<file path="config.mk">
export PLATFORM = sky130hd
export DESIGN_NAME = spi_frame_parser
export DESIGN_NICKNAME = d
export VERILOG_FILES = /design/src/rtl/spi_frame_parser.sv
export SDC_FILE = /design/constraint.sdc
export NUM_CORES = 1
export LEC_CHECK = 0
export CAP_MARGIN = 20
export CORE_ASPECT_RATIO = 1.1
export CORE_MARGIN = 2
export CORE_UTILIZATION = 54
export CTS_CLUSTER_SIZE = 8
export DETAILED_ROUTE_END_ITERATION = 16
export GPL_TIMING_DRIVEN = 0
export PLACE_DENSITY_LB_ADDON = 0.08
export SKIP_LAST_GASP = 1
export SYNTH_ARGS = -nofsm -noshare
export SYNTH_HDL_FRONTEND = slang
export SYNTH_SLANG_ARGS = --single-unit
</file>
<file path="constraint.sdc">
create_clock -name i_clk -period 2.7 [get_ports i_clk]
set_input_delay 0.27 -clock i_clk [delete_from_list [all_inputs] [get_ports i_clk]]
set_output_delay 0.27 -clock i_clk [all_outputs]
set_load 0.005 [all_outputs]
</file>
<file path="src/rtl/spi_frame_parser.sv">
// Purpose: decodes the NSS-framed host command stream from the SPI byte receiver and pushes only line-address and pixel bytes into the async FIFO.
// Latency: a push appears on o_wdata/o_winc 1 cycle after the accepted byte strobe; NSS frame end is seen 3 cycles after the raw rising edge.
// Backpressure: i_wfull drops (and counts) address/pixel bytes without shortening the line; padding stalls while full; strobes during padding are discarded and counted.
//
// Ports:
//   i_clk, i_reset                 clock (also FIFO write clock), synchronous active-high reset
//   i_rx_data, i_rx_dataValid      received SPI byte and its one-cycle strobe
//   i_spi_nss                      raw active-low chip select, asynchronous to i_clk
//   i_wfull                        FIFO full flag, write domain
//   o_wdata, o_winc                FIFO write data and one-cycle write enable
//   o_clear                        one-cycle pulse on CLEAR command
//   o_line_busy                    high while a line is in progress (ADDR, DATA, PAD)
//   o_overflow                     sticky: an address/pixel byte was dropped on a full FIFO
//   o_frame_err                    one-cycle pulse on a protocol error
//   o_drop_count                   saturating count of every dropped/discarded byte
module spi_frame_parser #(
    parameter int          LINES          = 240,
    parameter int          BYTES_PER_LINE = 64,
    parameter logic [7:0]  PAD_BYTE       = 8'h00,
    parameter int          CNT_WIDTH      = 8
) (
    input  logic                 i_clk,
    input  logic                 i_reset,
    input  logic [7:0]           i_rx_data,
    input  logic                 i_rx_dataValid,
    input  logic                 i_spi_nss,
    input  logic                 i_wfull,
    output logic [7:0]           o_wdata,
    output logic                 o_winc,
    output logic                 o_clear,
    output logic                 o_line_busy,
    output logic                 o_overflow,
    output logic                 o_frame_err,
    output logic [CNT_WIDTH-1:0] o_drop_count
);

    localparam int             LCW      = $clog2(BYTES_PER_LINE + 1);
    localparam logic [LCW-1:0] LAST_IDX = LCW'(BYTES_PER_LINE - 1);
    localparam logic [LCW-1:0] LINE_LEN = LCW'(BYTES_PER_LINE);

    localparam logic [7:0] CMD_NOP   = 8'h00;
    localparam logic [7:0] CMD_WRITE = 8'h01;
    localparam logic [7:0] CMD_CLEAR = 8'h02;

    // Bit 2 of the encoding marks the line-busy states, so o_line_busy is a
    // straight flop output with no decode.
    typedef enum logic [2:0] {
        ST_IDLE = 3'b000,
        ST_SKIP = 3'b001,
        ST_ADDR = 3'b100,
        ST_DATA = 3'b101,
        ST_PAD  = 3'b110
    } state_t;

    state_t         state;
    logic [LCW-1:0] line_cnt;   // index of the next pixel byte within the line
    logic [LCW-1:0] remaining;  // pad bytes still owed to the FIFO

    // ------------------------------------------------------------------
    // NSS synchronizer and rising-edge (frame end) detect
    // ------------------------------------------------------------------
    logic nss_meta;
    logic nss_sync;
    logic nss_prev;
    logic frame_end;

    always_ff @(posedge i_clk) begin
        if (i_reset) begin
            nss_meta <= 1'b1;
            nss_sync <= 1'b1;
            nss_prev <= 1'b1;
        end else begin
            nss_meta <= i_spi_nss;
            nss_sync <= nss_meta;
            nss_prev <= nss_sync;
        end
    end

    assign frame_end = nss_sync & ~nss_prev;

    // ------------------------------------------------------------------
    // Write / drop decision for the current cycle
    // ------------------------------------------------------------------
    logic addr_ok;
    logic byte_push;   // a received byte wants to go into the FIFO
    logic pad_push;    // a pad byte goes into the FIFO
    logic drop_evt;
    logic ovf_evt;
    logic wr_en;

    assign addr_ok = int'(i_rx_data) < LINES;

    always_comb begin
        byte_push = 1'b0;
        pad_push  = 1'b0;
        drop_evt  = 1'b0;
        ovf_evt   = 1'b0;
        unique case (state)
            ST_ADDR: byte_push = i_rx_dataValid && addr_ok;
            ST_DATA: byte_push = i_rx_dataValid;
            ST_PAD: begin
                pad_push = !i_wfull;
                drop_evt = i_rx_dataValid;   // discarded, but not an overflow
            end
            default: ;
        endcase
        if (byte_push && i_wfull) begin
            drop_evt = 1'b1;
            ovf_evt  = 1'b1;
        end
    end

    assign wr_en = (byte_push && !i_wfull) || pad_push;

    always_ff @(posedge i_clk) begin
        if (i_reset) begin
            o_wdata      <= 8'h00;
            o_winc       <= 1'b0;
            o_overflow   <= 1'b0;
            o_drop_count <= '0;
        end else begin
            o_winc <= wr_en;
            if (wr_en) begin
                o_wdata <= pad_push ? PAD_BYTE : i_rx_data;
            end
            if (ovf_evt) begin
                o_overflow <= 1'b1;
            end
            if (drop_evt && (o_drop_count != '1)) begin
                o_drop_count <= o_drop_count + 1'b1;
            end
        end
    end

    // ------------------------------------------------------------------
    // Command FSM. A byte strobe coinciding with frame end is applied
    // first; the frame-end action then acts on the post-byte state.
    // ------------------------------------------------------------------
    always_ff @(posedge i_clk) begin
        if (i_reset) begin
            state       <= ST_IDLE;
            line_cnt    <= '0;
            remaining   <= '0;
            o_clear     <= 1'b0;
            o_frame_err <= 1'b0;
        end else begin
            o_clear     <= 1'b0;
            o_frame_err <= 1'b0;
            unique case (state)
                ST_IDLE: begin
                    if (i_rx_dataValid) begin
                        case (i_rx_data)
                            CMD_NOP: ;
                            CMD_WRITE: begin
                                // Frame ended right after the command: no address.
                                if (frame_end) o_frame_err <= 1'b1;
                                else           state       <= ST_ADDR;
                            end
                            CMD_CLEAR: o_clear <= 1'b1;
                            default: begin
                                o_frame_err <= 1'b1;
                                state       <= frame_end ? ST_IDLE : ST_SKIP;
                            end
                        endcase
                    end
                end
                ST_ADDR: begin
                    if (i_rx_dataValid) begin
                        if (addr_ok) begin
                            line_cnt <= '0;
                            if (frame_end) begin
                                o_frame_err <= 1'b1;
                                remaining   <= LINE_LEN;
                                state       <= ST_PAD;
                            end else begin
                                state <= ST_DATA;
                            end
                        end else begin
                            o_frame_err <= 1'b1;
                            state       <= frame_end ? ST_IDLE : ST_SKIP;
                        end
                    end else if (frame_end) begin
                        o_frame_err <= 1'b1;
                        state       <= ST_IDLE;
                    end
                end
                ST_DATA: begin
                    if (i_rx_dataValid) begin
                        // Counter advances even when the byte is dropped on full.
                        if (line_cnt == LAST_IDX) begin
                            state <= ST_IDLE;
                        end else begin
                            line_cnt <= line_cnt + 1'b1;
                            if (frame_end) begin
                                o_frame_err <= 1'b1;
                                remaining   <= LINE_LEN - line_cnt - 1'b1;
                                state       <= ST_PAD;
                            end
                        end
                    end else if (frame_end) begin
                        o_frame_err <= 1'b1;
                        remaining   <= LINE_LEN - line_cnt;
                        state       <= ST_PAD;
                    end
                end
                ST_PAD: begin
                    if (!i_wfull) begin
                        remaining <= remaining - 1'b1;
                        if (remaining == LCW'(1)) state <= ST_IDLE;
                    end
                end
                ST_SKIP: begin
                    if (frame_end) state <= ST_IDLE;
                end
                default: state <= ST_IDLE;
            endcase
        end
    end

    assign o_line_busy = state[2];

endmodule

</file>
==> reports/metrics.yaml <==
status:
  outcome: "complete, no violations"
timing:
  rsz0062_at_grt: "false"
  relSlewSlack_pct: 45.0
  worst_pin_slew_ns: 0.816
  min_period_over_period_pct: 86.4
  skew_ns: 0.00913
  drv_slew: 0
  finalSetupTns_ns: 0
  fmax_mhz: 429
  timing.final.crit_period_ns: 2.33
  setup_violations: 0
  finalHoldViolCount: 0
logic_synthesis:
  synth-edff-count: 0
  ys.flop_type: "dfxtp_1"
  syn_inst: 282
  async_flop_share_pct: 0
  synth_warnings: 0
  avgSynthCellArea_um2: 8.32
  yosys_register_bits: 40
  synth_fp_nets: 301
  yosysUniqueCellTypes: 55
  yosysSeqAreaShare_pct: 34.1
  synthesis.area_um2: 2350
floorplan:
  initial_core_util_pct: 55.6
  die_y_um: 73.1
  num_rows: 25
  core_um2: 4220
  dieArea_um2: 4890
  io_pins: 34
  die_x_um: 66.8
power_and_ir_drop:
  swShare_pct: 21.9
  p_seq_share_pct: 50.0
  switchingPower_w: 0.000261
  power_leakage_nw: 1.04
  power_frac_comb_pct: 6.6
  internal_power_w: 0.000930
  pwr-share-clk_pct: 43.4
  powerDensity_nw_per_um2: 417
  ir_worst_vdd_uv: 309
drt:
  drt_wl_total_mm: 5.44
  firstDrtPassIters: 4
  dr.first_iter.drc_count: 137
  drc: 0
  wl_per_cell_um: 14.5
  ant_nets: 0
  vias_per_cell: 5.90
  vias: 2219
clock_network:
  clock_latency_ns: 0.30
  ctsHoldBuffers: 0
  cts_tree: "done"
  clockBufferDepth: 2
  cts_sinks: 40
  clkTransAtPathRegs_ns: 0.08
  cts_buffers: 5
  cts_root_buf: "clkbuf_8"
  cts.htree.levels: 2
  post_cts_buffers: 0
placed_design:
  hpwl_mm: 4.00
  placed_cell_area_um2: 2730
  place.gp.congestion: 0.885
  io_buffers: 32
critical_path:
  cp_max_fo: 10
  end_kind: "register"
  critPathTopFamily: "compound AO/OA/AOI/OAI gates"
  crit_buf_inv: 2
  cp-start-kind: "register"
  slowest_stage: "or3b_2"
  cp_data_arrival_time_ns: 2.51
  crit_path_cell_trace: "clkbuf_2 > inv_1 > ha_1 > or3b_2 > a22oi_1 > a21oi_1 > o2111ai_1 > nand3_1"
  path_class: "reg -> reg"
  cp.required_ns: 2.88
  max_stage_delay_ns: 0.48
global_route:
  antenna_found_initial: 0
  grt_usage_pct: 24.0
  grt_pass1_vias: 1958
  grt_pass1_wl_mm: 9.09
  grt_max_degree: 14
  overflow: 0
cells_and_area:
  nets: 340
  fin_area_um2: 2860
  area_growth_pct: 21.8
  antenna_cells: 0
  drive_gt1_share_pct: 8.39
run:
  cap_violations: 0
hold_path:
  hp-class: "reg -> reg"
==> synthesized netlist by cell type, drive strengths merged (6+ instances only) <==
cell type,count,area (um2)
nor2,42,158
dfxtp,40,801
a21oi,18,90.1
nand2,14,52.6
nand3,14,75.1
inv,12,45.0
xnor2,12,105
mux2i,11,110
nor3,10,50.1
o21ai,10,50.0
clkbuf,9,33.8
ha,6,75.1
==> metal layers <==
metal	vias up	track usage (%)	wire length, um
met2	69	38.4	2480
met1	1031	32.1	2510
li1	1110	-	-
met4	0	8.16	102
met5	-	0	0
met3	9	5.09	343
==> sequential cells by signal, indices dropped and copies added (netlist names), 3 cells and up <==
name and cells:
o_wdata 8, state 3, o_drop_count 8, remaining 7, line_cnt 7
==> what timing repair did <==
action                                  in CTS  in global routing
endpoints found under the setup margin       0                  1
hold endpoints to repair                     0                  0
gates resized for setup                      0                  2
==> cell families (layout without fill, tap and decap cells) <==
logic type | Yosys count | in the layout | share of synthesized area (%)
flip-flops | 40 | 40 | 34.1
adder cells (fa/ha/maj) | 6 | 6 | 3.20
buffers and inverters | 26 | 66 | 4.64
XOR/XNOR | 16 | 16 | 5.97
AO/OA/AOI/OAI | 67 | 67 | 21.8
multiplexers | 11 | 11 | 4.69
AND/OR/NAND/NOR | 116 | 116 | 25.5
==> stage by stage <==
step | std cells | total power, W | hold slack [ns] | utilization (%) | setup slack, ns
2_1_floorplan | 282 | 0.000651 | 0.348 | - | 0.502
3_3_place_gp | 368 | 0.000687 | 0.392 | 64.7 | 0.209
3_5_place_dp | 368 | 0.000687 | 0.398 | 64.7 | 0.201
4_1_cts | 376 | 0.00120 | 0.421 | 67.6 | 0.189
5_1_grt | 376 | 0.00123 | 0.451 | 67.6 | 0.191
6_report | 376 | 0.00119 | 0.411 | 67.6 | 0.368
==> cells in the final DEF (no fill, tap or decap), types with 4 or more instances in the layout <==
cell type / n
nor2_1: 42
dfxtp_1: 40
clkdlybuf4s50_1: 32
a21oi_1: 18
nand2_1: 14
nand3_1: 13
inv_1: 12
xnor2_1: 12
mux2i_1: 11
nor3_1: 10
o21ai_0: 9
clkbuf_1: 8
ha_1: 6
clkbuf_8: 6
nand4_1: 5
nor4_1: 5
nand2b_1: 4
xor2_1: 4
==> power by group through the flow <==
stage | logic, W | clock network (W) | registers (W)
floorplan | 0.0000427 | 0 | 0.000609
global placement | 0.0000775 | 0 | 0.000609
detailed placement | 0.0000776 | 0 | 0.000610
CTS | 0.0000782 | 0.000527 | 0.000595
global route | 0.0000867 | 0.000549 | 0.000596
finish | 0.0000788 | 0.000516 | 0.000596
==> layout make-up <==
class | instances | area (um2)
buffer | 14 | 65.1
clock buffer | 6 | 82.6
clock inverter | 2 | 38.8
fill | 375 | 1370
inverter | 12 | 45.0
multi-input combinational | 216 | 1440
sequential | 40 | 801
tap | 54 | 67.6
timing repair buffer | 32 | 320
==> path summary, 6_finish.rpt <==
check / end / cells after the start / slack (ns) / startpoint
max: remaining[3]$_SDFFE_PP0P_ / 8 / 0.37 / line_cnt[0]$_SDFFE_PP0P_
min: nss_sync$_SDFF_PP1_ / 1 / 0.41 / nss_meta$_SDFF_PP1_
max reg2reg: remaining[3]$_SDFFE_PP0P_ / 8 / 0.37 / line_cnt[0]$_SDFFE_PP0P_
min reg2reg: nss_sync$_SDFF_PP1_ / 1 / 0.41 / nss_meta$_SDFF_PP1_
(Power assumes the default switching activity.)
